## src/rtl/pixel_seq_ctrl_if.sv

```systemverilog
// Row readout stream between pixel_seq_ctrl (master) and its consumer (slave).
interface pixel_seq_ctrl_if #(
  parameter int DW = 16
);
  logic          out_valid;
  logic          out_ready;
  logic [DW-1:0] out_data;
  logic          out_last;

  modport master (output out_valid, output out_data, output out_last, input  out_ready);
  modport slave  (input  out_valid, input  out_data, input  out_last, output out_ready);
endinterface

```

## src/rtl/pixel_seq_ctrl.sv

```systemverilog
// Frame sequencer for a ROWS x COLS pixel array: ERASE -> EXPOSE -> CONVERT -> READ -> DONE.
// Optional SEQ_FRAME_COUNT_EN adds frame_cnt and a header beat ahead of row 0.
module pixel_seq_ctrl #(
  parameter int ROWS         = 2,
  parameter int COLS         = 2,
  parameter int ADC_BITS     = 8,
  parameter int ERASE_CYCLES = 5,
  parameter int EXP_BITS     = 16
) (
  input  logic                     clk,
  input  logic                     reset,
  input  logic                     start,
  input  logic                     continuous,
  input  logic [EXP_BITS-1:0]      expose_len,
  output logic                     erase,
  output logic                     expose,
  output logic                     convert,
  output logic [ADC_BITS-1:0]      adc_code,
  input  logic [COLS*ADC_BITS-1:0] pix_data,
  output logic [$clog2(ROWS):0]    row_sel,
  pixel_seq_ctrl_if.master         rd,
  output logic                     frame_done,
`ifdef SEQ_FRAME_COUNT_EN
  output logic [15:0]              frame_cnt,
`endif
  output logic                     busy
);
  localparam int          DW       = COLS*ADC_BITS;
  localparam int          RW       = $clog2(ROWS)+1;
  localparam logic [31:0] CVT_LAST = (32'd1 << ADC_BITS) - 32'd1;
  localparam logic [31:0] ERS_LAST = 32'(ERASE_CYCLES - 1);

  typedef enum logic [2:0] {IDLE, ERASE, EXPOSE, CONVERT, READ, DONE} state_t;

  state_t               state, state_nx;
  logic [31:0]          cnt;
  logic [31:0]          exp_last;
  logic [EXP_BITS-1:0]  exp_len;
  logic                 hdr;
  logic                 rd_acc;
  logic                 cvt_end;
  logic [DW-1:0]        hdr_word;

`ifdef SEQ_FRAME_COUNT_EN
  localparam bit HDR_EN = 1'b1;
  always_ff @(posedge clk or negedge reset)
    if (!reset)             frame_cnt <= '0;
    else if (state == DONE) frame_cnt <= frame_cnt + 16'd1;
  assign hdr_word = DW'(frame_cnt[7:0]);
`else
  localparam bit HDR_EN = 1'b0;
  assign hdr_word = '0;
`endif

  // A zero exposure still spends one cycle in EXPOSE.
  assign exp_last = (exp_len == '0) ? 32'd0 : 32'(exp_len) - 32'd1;
  assign rd_acc   = rd.out_valid && rd.out_ready;
  assign cvt_end  = (state == CONVERT) && (cnt == CVT_LAST);

  always_ff @(posedge clk or negedge reset)
    if (!reset) state <= IDLE;
    else        state <= state_nx;

  always_comb begin
    state_nx = state;
    case (state)
      IDLE:    if (start)                       state_nx = ERASE;
      ERASE:   if (cnt == ERS_LAST)             state_nx = EXPOSE;
      EXPOSE:  if (cnt == exp_last)             state_nx = CONVERT;
      CONVERT: if (cnt == CVT_LAST)             state_nx = READ;
      READ:    if (rd_acc && rd.out_last)       state_nx = DONE;
      DONE:    state_nx = continuous ? ERASE : IDLE;
      default: state_nx = IDLE;
    endcase
  end

  always_ff @(posedge clk or negedge reset)
    if (!reset)                                           cnt <= '0;
    else if (state_nx != state)                           cnt <= '0;
    else if (state inside {ERASE, EXPOSE, CONVERT})       cnt <= cnt + 32'd1;

  always_ff @(posedge clk or negedge reset)
    if (!reset)                                                    exp_len <= '0;
    else if ((state == IDLE && start) || (state == DONE && continuous)) exp_len <= expose_len;

  // The first beat is loaded on the last ramp edge so READ+DONE costs 2*ROWS cycles.
  always_ff @(posedge clk or negedge reset)
    if (!reset) begin
      row_sel      <= '0;
      hdr          <= 1'b0;
      rd.out_valid <= 1'b0;
      rd.out_data  <= '0;
      rd.out_last  <= 1'b0;
    end else if (cvt_end) begin
      row_sel      <= '0;
      hdr          <= HDR_EN;
      rd.out_valid <= 1'b1;
      rd.out_data  <= HDR_EN ? hdr_word : pix_data;
      rd.out_last  <= !HDR_EN && (ROWS == 1);
    end else if (state == READ) begin
      if (rd_acc) begin
        rd.out_valid <= 1'b0;
        rd.out_last  <= 1'b0;
        if (hdr)              hdr     <= 1'b0;
        else if (rd.out_last) row_sel <= '0;
        else                  row_sel <= row_sel + RW'(1);
      end else if (!rd.out_valid) begin
        rd.out_valid <= 1'b1;
        rd.out_data  <= pix_data;
        rd.out_last  <= (row_sel == RW'(ROWS-1));
      end
    end

  assign erase      = (state == ERASE);
  assign expose     = (state == EXPOSE);
  assign convert    = (state == CONVERT);
  assign adc_code   = convert ? cnt[ADC_BITS-1:0] : '0;
  assign frame_done = (state == DONE);
  assign busy       = (state != IDLE);
endmodule

```

## src/flat_wrapper.sv

```systemverilog
// flat-port wrapper written by rule: the top's interface ports become plain ports
module pixel_seq_ctrl_flat 
#(
  parameter int ROWS         = 2,
  parameter int COLS         = 2,
  parameter int ADC_BITS     = 8,
  parameter int ERASE_CYCLES = 5,
  parameter int EXP_BITS     = 16
)
  (clk, reset, start, continuous, expose_len, erase, expose, convert, adc_code, pix_data, row_sel, frame_done, busy, rd_out_valid, rd_out_data, rd_out_last, rd_out_ready);
  pixel_seq_ctrl_if #(.DW((16))) rd_i ();
  input  logic clk;
  input  logic reset;
  input  logic start;
  input  logic continuous;
  input  logic [EXP_BITS-1:0] expose_len;
  output logic erase;
  output logic expose;
  output logic convert;
  output logic [ADC_BITS-1:0] adc_code;
  input  logic [COLS*ADC_BITS-1:0] pix_data;
  output logic [$clog2(ROWS):0] row_sel;
  output logic frame_done;
  output logic busy;
  output wire logic [$bits(rd_i.out_valid)-1:0] rd_out_valid;
  output wire logic [$bits(rd_i.out_data)-1:0] rd_out_data;
  output wire logic [$bits(rd_i.out_last)-1:0] rd_out_last;
  input wire logic [$bits(rd_i.out_ready)-1:0] rd_out_ready;
  assign rd_out_valid = rd_i.out_valid;
  assign rd_out_data = rd_i.out_data;
  assign rd_out_last = rd_i.out_last;
  assign rd_i.out_ready = rd_out_ready;
  pixel_seq_ctrl #(.ROWS(ROWS), .COLS(COLS), .ADC_BITS(ADC_BITS), .ERASE_CYCLES(ERASE_CYCLES), .EXP_BITS(EXP_BITS)) u_core (.clk(clk), .reset(reset), .start(start), .continuous(continuous), .expose_len(expose_len), .erase(erase), .expose(expose), .convert(convert), .adc_code(adc_code), .pix_data(pix_data), .row_sel(row_sel), .rd(rd_i), .frame_done(frame_done), .busy(busy));
endmodule
```

## config.mk

```make
export PLATFORM = sky130hd
export DESIGN_NAME = pixel_seq_ctrl_flat
export DESIGN_NICKNAME = d
export VERILOG_FILES = /design/src/rtl/pixel_seq_ctrl_if.sv /design/src/rtl/pixel_seq_ctrl.sv /design/src/flat_wrapper.sv
export SDC_FILE = /design/constraint.sdc
export NUM_CORES = 1
export LEC_CHECK = 0
export BUFFER_PORTS_ARGS = -buffer_cell sky130_fd_sc_hd__buf_2
export CORE_MARGIN = 4
export CORE_UTILIZATION = 50
export CTS_BUF_LIST = sky130_fd_sc_hd__clkbuf_16
export DETAILED_ROUTE_END_ITERATION = 10
export HOLD_SLACK_MARGIN = 0.15
export PLACE_DENSITY = 0.78
export SYNTH_ARGS = -nofsm -noshare
export SYNTH_HDL_FRONTEND = slang
export SYNTH_SLANG_ARGS = --single-unit
```

## constraint.sdc

```tcl
create_clock -name clk -period 9.7 [get_ports clk]
set_clock_uncertainty 0.2 [all_clocks]
set_input_delay 0.97 -clock clk [delete_from_list [all_inputs] [get_ports clk]]
set_output_delay 0.97 -clock clk [all_outputs]
set_load 0.1 [all_outputs]
```

==> results.sh <==
export IMPL_powerDensity_mw_per_mm2=177
export IMPL_initial_core_util=0.512
export IMPL_fp_dieW_um=99.5
export IMPL_antenna_found_initial=0
export IMPL_cts_repair_resized=0
export IMPL_yosysTopAreaCellShare=0.425
export IMPL_intPower_w=0.000552
export IMPL_power_frac_seq=0.418
export IMPL_relSlewSlack=0.203
export IMPL_hold_ws_ns=0.299
export IMPL_cp_buffers_inverters=1
export IMPL_period_minus_slack_ns=3.59
export IMPL_hp_start="u_core.rd.out_data[4]$_DFFE_PN0P_"
export IMPL_ys_flop_type="dfrtp_1"
export IMPL_crit_type="register to register"
export IMPL_status="finished, final reports clean"
export IMPL_first_global_vias=3495
export IMPL_critPathSlowestCell="or4_4"
export IMPL_synth_ff_latch_count=71
export IMPL_wl_per_cell_um=16.3
export IMPL_grt_ovfl_total=0
export IMPL_synthCells=422
export IMPL_clk_pin_slew_worst_paths_ns=0.07
export IMPL_hold_end="u_core.rd.out_data[4]$_DFFE_PN0P_"
export IMPL_hold_depth=1
export IMPL_cts_hold_buf=0
export IMPL_cts_buffers_inserted=9
export IMPL_cts_root_buf="clkbuf_16"
export IMPL_cp_max_fo=32
export IMPL_first_iter_violations=278
export IMPL_worstReg2RegEnd="u_core.cnt[27]$_DFFE_PN0P_"
export IMPL_peakVddDrop_mv=0.123
export IMPL_setup_violations_final=0
export IMPL_clockBufferDepth=2
export IMPL_row_count=33
export IMPL_hpwlAfterDp_um=6860
export IMPL_crit_path_end_kind="register"
export IMPL_grt_pass1_wl_um=16900
export IMPL_path_cells="or4_4 > or2_4 > or4_1 > xor2_1 > nand4_1 > o311a_1 > o41ai_4 > buf_4 > nor2b_1"
export IMPL_async_flop_share=1.00
export IMPL_die_area_mm2=0.00990
export IMPL_critPathArrivalTime_ns=3.59
export IMPL_slew_viol_final=0
export IMPL_drtPass1Iterations=5
export IMPL_yosys_warnings=0
export IMPL_cp_depth=9
export IMPL_cts_max_level=3
export IMPL_finalSetupTns_ns=0
export IMPL_crit_family="simple AND/OR/NAND/NOR gates"
export IMPL_reg2reg_slack_ns=6.11
export IMPL_synth_most_common_cell="dfrtp_1"
export IMPL_ys_top_cells_by_area="dfrtp_1, mux2_2, xnor2_1"
export IMPL_cts_tree="built"
export IMPL_antenna_cells=0
export IMPL_ant_nets=0
export IMPL_crit_required_ns=9.70
export IMPL_rr_worst_depth=9
export IMPL_syn_area_per_cell_um2=9.92
export IMPL_routed_wl_um=9790
export IMPL_clkSinkCount=71
export IMPL_route_detailed_drc=0
export IMPL_yosys_area_top_type="dfrtp_1"
export IMPL_clock_latency_ns=0.33
export IMPL_cts_setup_buffers=0
export IMPL_yosysSeqAreaShare=0.425
export IMPL_syn2layout_area_growth_pct=16.7
export IMPL_core_area_mm2=0.00818
export IMPL_tightest_slew_ns=1.19
export IMPL_swShare=0.362
export IMPL_synth_edff_count=0
export IMPL_synth_nets=464
export IMPL_final_nets=531
export IMPL_power_frac_comb=0.217
export IMPL_period_share=0.370
export IMPL_syn_cell_area_mm2=0.00419
export IMPL_timing_max_cap_violations=0
export IMPL_p_leak_nw=2.17
export IMPL_drt_vias_per_instance=5.84
export IMPL_reg2reg_from="u_core.exp_len[2]$_DFFE_PN0P_"
export IMPL_grt_max_degree=72
export IMPL_ios=70
export IMPL_max_freq_mhz=279
export IMPL_groute_usage_overall=0.211
export IMPL_synth_cell_types=59
export IMPL_hold_viol=0
export IMPL_critPathMaxStageDelay_ns=0.61
export IMPL_vias=3497
export IMPL_fin_util=0.597
export IMPL_portBuffers=69
export IMPL_drive_gt1_frac=0.320
export IMPL_rsz0062_at_grt="false"
export IMPL_hold_class="register to register"
export IMPL_die_y_um=99.5
export IMPL_gp_congestion=0.923
export IMPL_netlist_top_cells_count="dfrtp_1, nor2_1, mux2_2"
export IMPL_cp_start_kind="register"
export IMPL_pwr_share_clk=0.365
export IMPL_p_sw_w=0.000313
final cells by class:
| cell class | instances | area, µm² |
|---|---|---|
| Fill cell | 674 | 3290 |
| Multi-Input combinational cell | 319 | 2260 |
| Sequential cell | 71 | 1780 |
| Timing Repair Buffer | 72 | 368 |
| Clock buffer | 9 | 225 |
| Tap cell | 105 | 131 |
| Clock inverter | 7 | 60.1 |
| Inverter | 16 | 60.1 |
worst register-to-register path, stage by stage, from the launching register on:
cell,delay [ns]
dfrtp_1,0.48
or4_4,0.61
or2_4,0.30
or4_1,0.44
xor2_1,0.19
nand4_1,0.12
o311a_1,0.20
o41ai_4,0.33
buf_4,0.49
nor2b_1,0.11
routing by layer:
layer  global-route usage  routed length, µm  part of all wire  up-vias
met1                0.287               4180              0.43     1678
met5                    0                  0                 0        -
met2                0.339               4760              0.49      157
met3               0.0386                652             0.067       23
met4               0.0777                201             0.021        0
li1                     -                  -                 -     1639
logic make-up after synthesis:
family,synth area share
adders and majority gates,0.0149
DFF,0.425
muxes,0.0831
xor gates and xnor gates,0.0900
AOI/OAI and AO/OA,0.0900
buffers and inverters,0.0350
and+or+nand+nor,0.262
metrics by stage:
stage / setup WS, ns / power, W / std cells / area, µm²
after floorplan: 5.53 / 0.000503 / 422 / 4190
after global placement: 6.27 / 0.000546 / 583 / 4600
after detailed placement: 6.22 / 0.000551 / 583 / 4600
after CTS: 6.13 / 0.000869 / 599 / 4880
after global routing: 6.00 / 0.000905 / 599 / 4880
final: 6.11 / 0.000865 / 599 / 4880
power groups by stage:
stage,clock [W],combinational [W],sequential (W)
finish,0.000316,0.000187,0.000361
global route,0.000337,0.000202,0.000365
CTS,0.000320,0.000187,0.000361
detailed placement,0,0.000185,0.000366
global placement,0,0.000182,0.000365
floorplan,0,0.000139,0.000363
worst max-delay path by stage:
| stage | start | to | slack (ns) |
|---|---|---|---|
| floorplan | u_core.state[1]$_DFF_PN0_ | adc_code[0] | 5.53 |
| global placement | u_core.exp_len[2]$_DFFE_PN0P_ | u_core.cnt[27]$_DFFE_PN0P_ | 6.27 |
| detailed placement | u_core.exp_len[2]$_DFFE_PN0P_ | u_core.cnt[27]$_DFFE_PN0P_ | 6.22 |
| CTS | u_core.exp_len[2]$_DFFE_PN0P_ | u_core.cnt[3]$_DFFE_PN0P_ | 6.13 |
| global route | u_core.exp_len[0]$_DFFE_PN0P_ | u_core.cnt[11]$_DFFE_PN0P_ | 6.00 |
| finish | u_core.exp_len[2]$_DFFE_PN0P_ | u_core.cnt[27]$_DFFE_PN0P_ | 6.11 |
registers in the layout (all words and copies together) (netlist names):
signal,flops
u_core.rd.out_valid,1
u_core.rd.out_data,16
u_core.rd.out_last,1
u_core.state,3
u_core.cnt,32
u_core.row_sel,2
u_core.exp_len,16
cells in the final DEF, fill, tap and decap left out, types with 2 or more instances in the layout:
cell         n
a21oi_2      2
nand4_1     14
o21ai_0      7
or4_1        6
buf_2       69
o31ai_1      2
nor4_1       9
o21a_1       2
nor3b_1      2
a21oi_1     11
inv_1       16
o311a_1      2
nand2_1     27
buf_4        3
or3_1        5
clkinvlp_4   3
nor3_1      10
xnor2_1     27
nor4_4       2
and4_1       4
clkbuf_16    9
and2_1       4
xor2_1      16
dfrtp_1     71
nand3_1     17
nor4_2       2
and3_1      10
nor2_2      28
nand2b_1     4
ha_1         5
a21o_1       2
nor2b_1      6
o2111a_1     2
nor2_1      37
inv_6        3
mux2_2      30
Note: power is estimated with default switching activity, not from simulation.
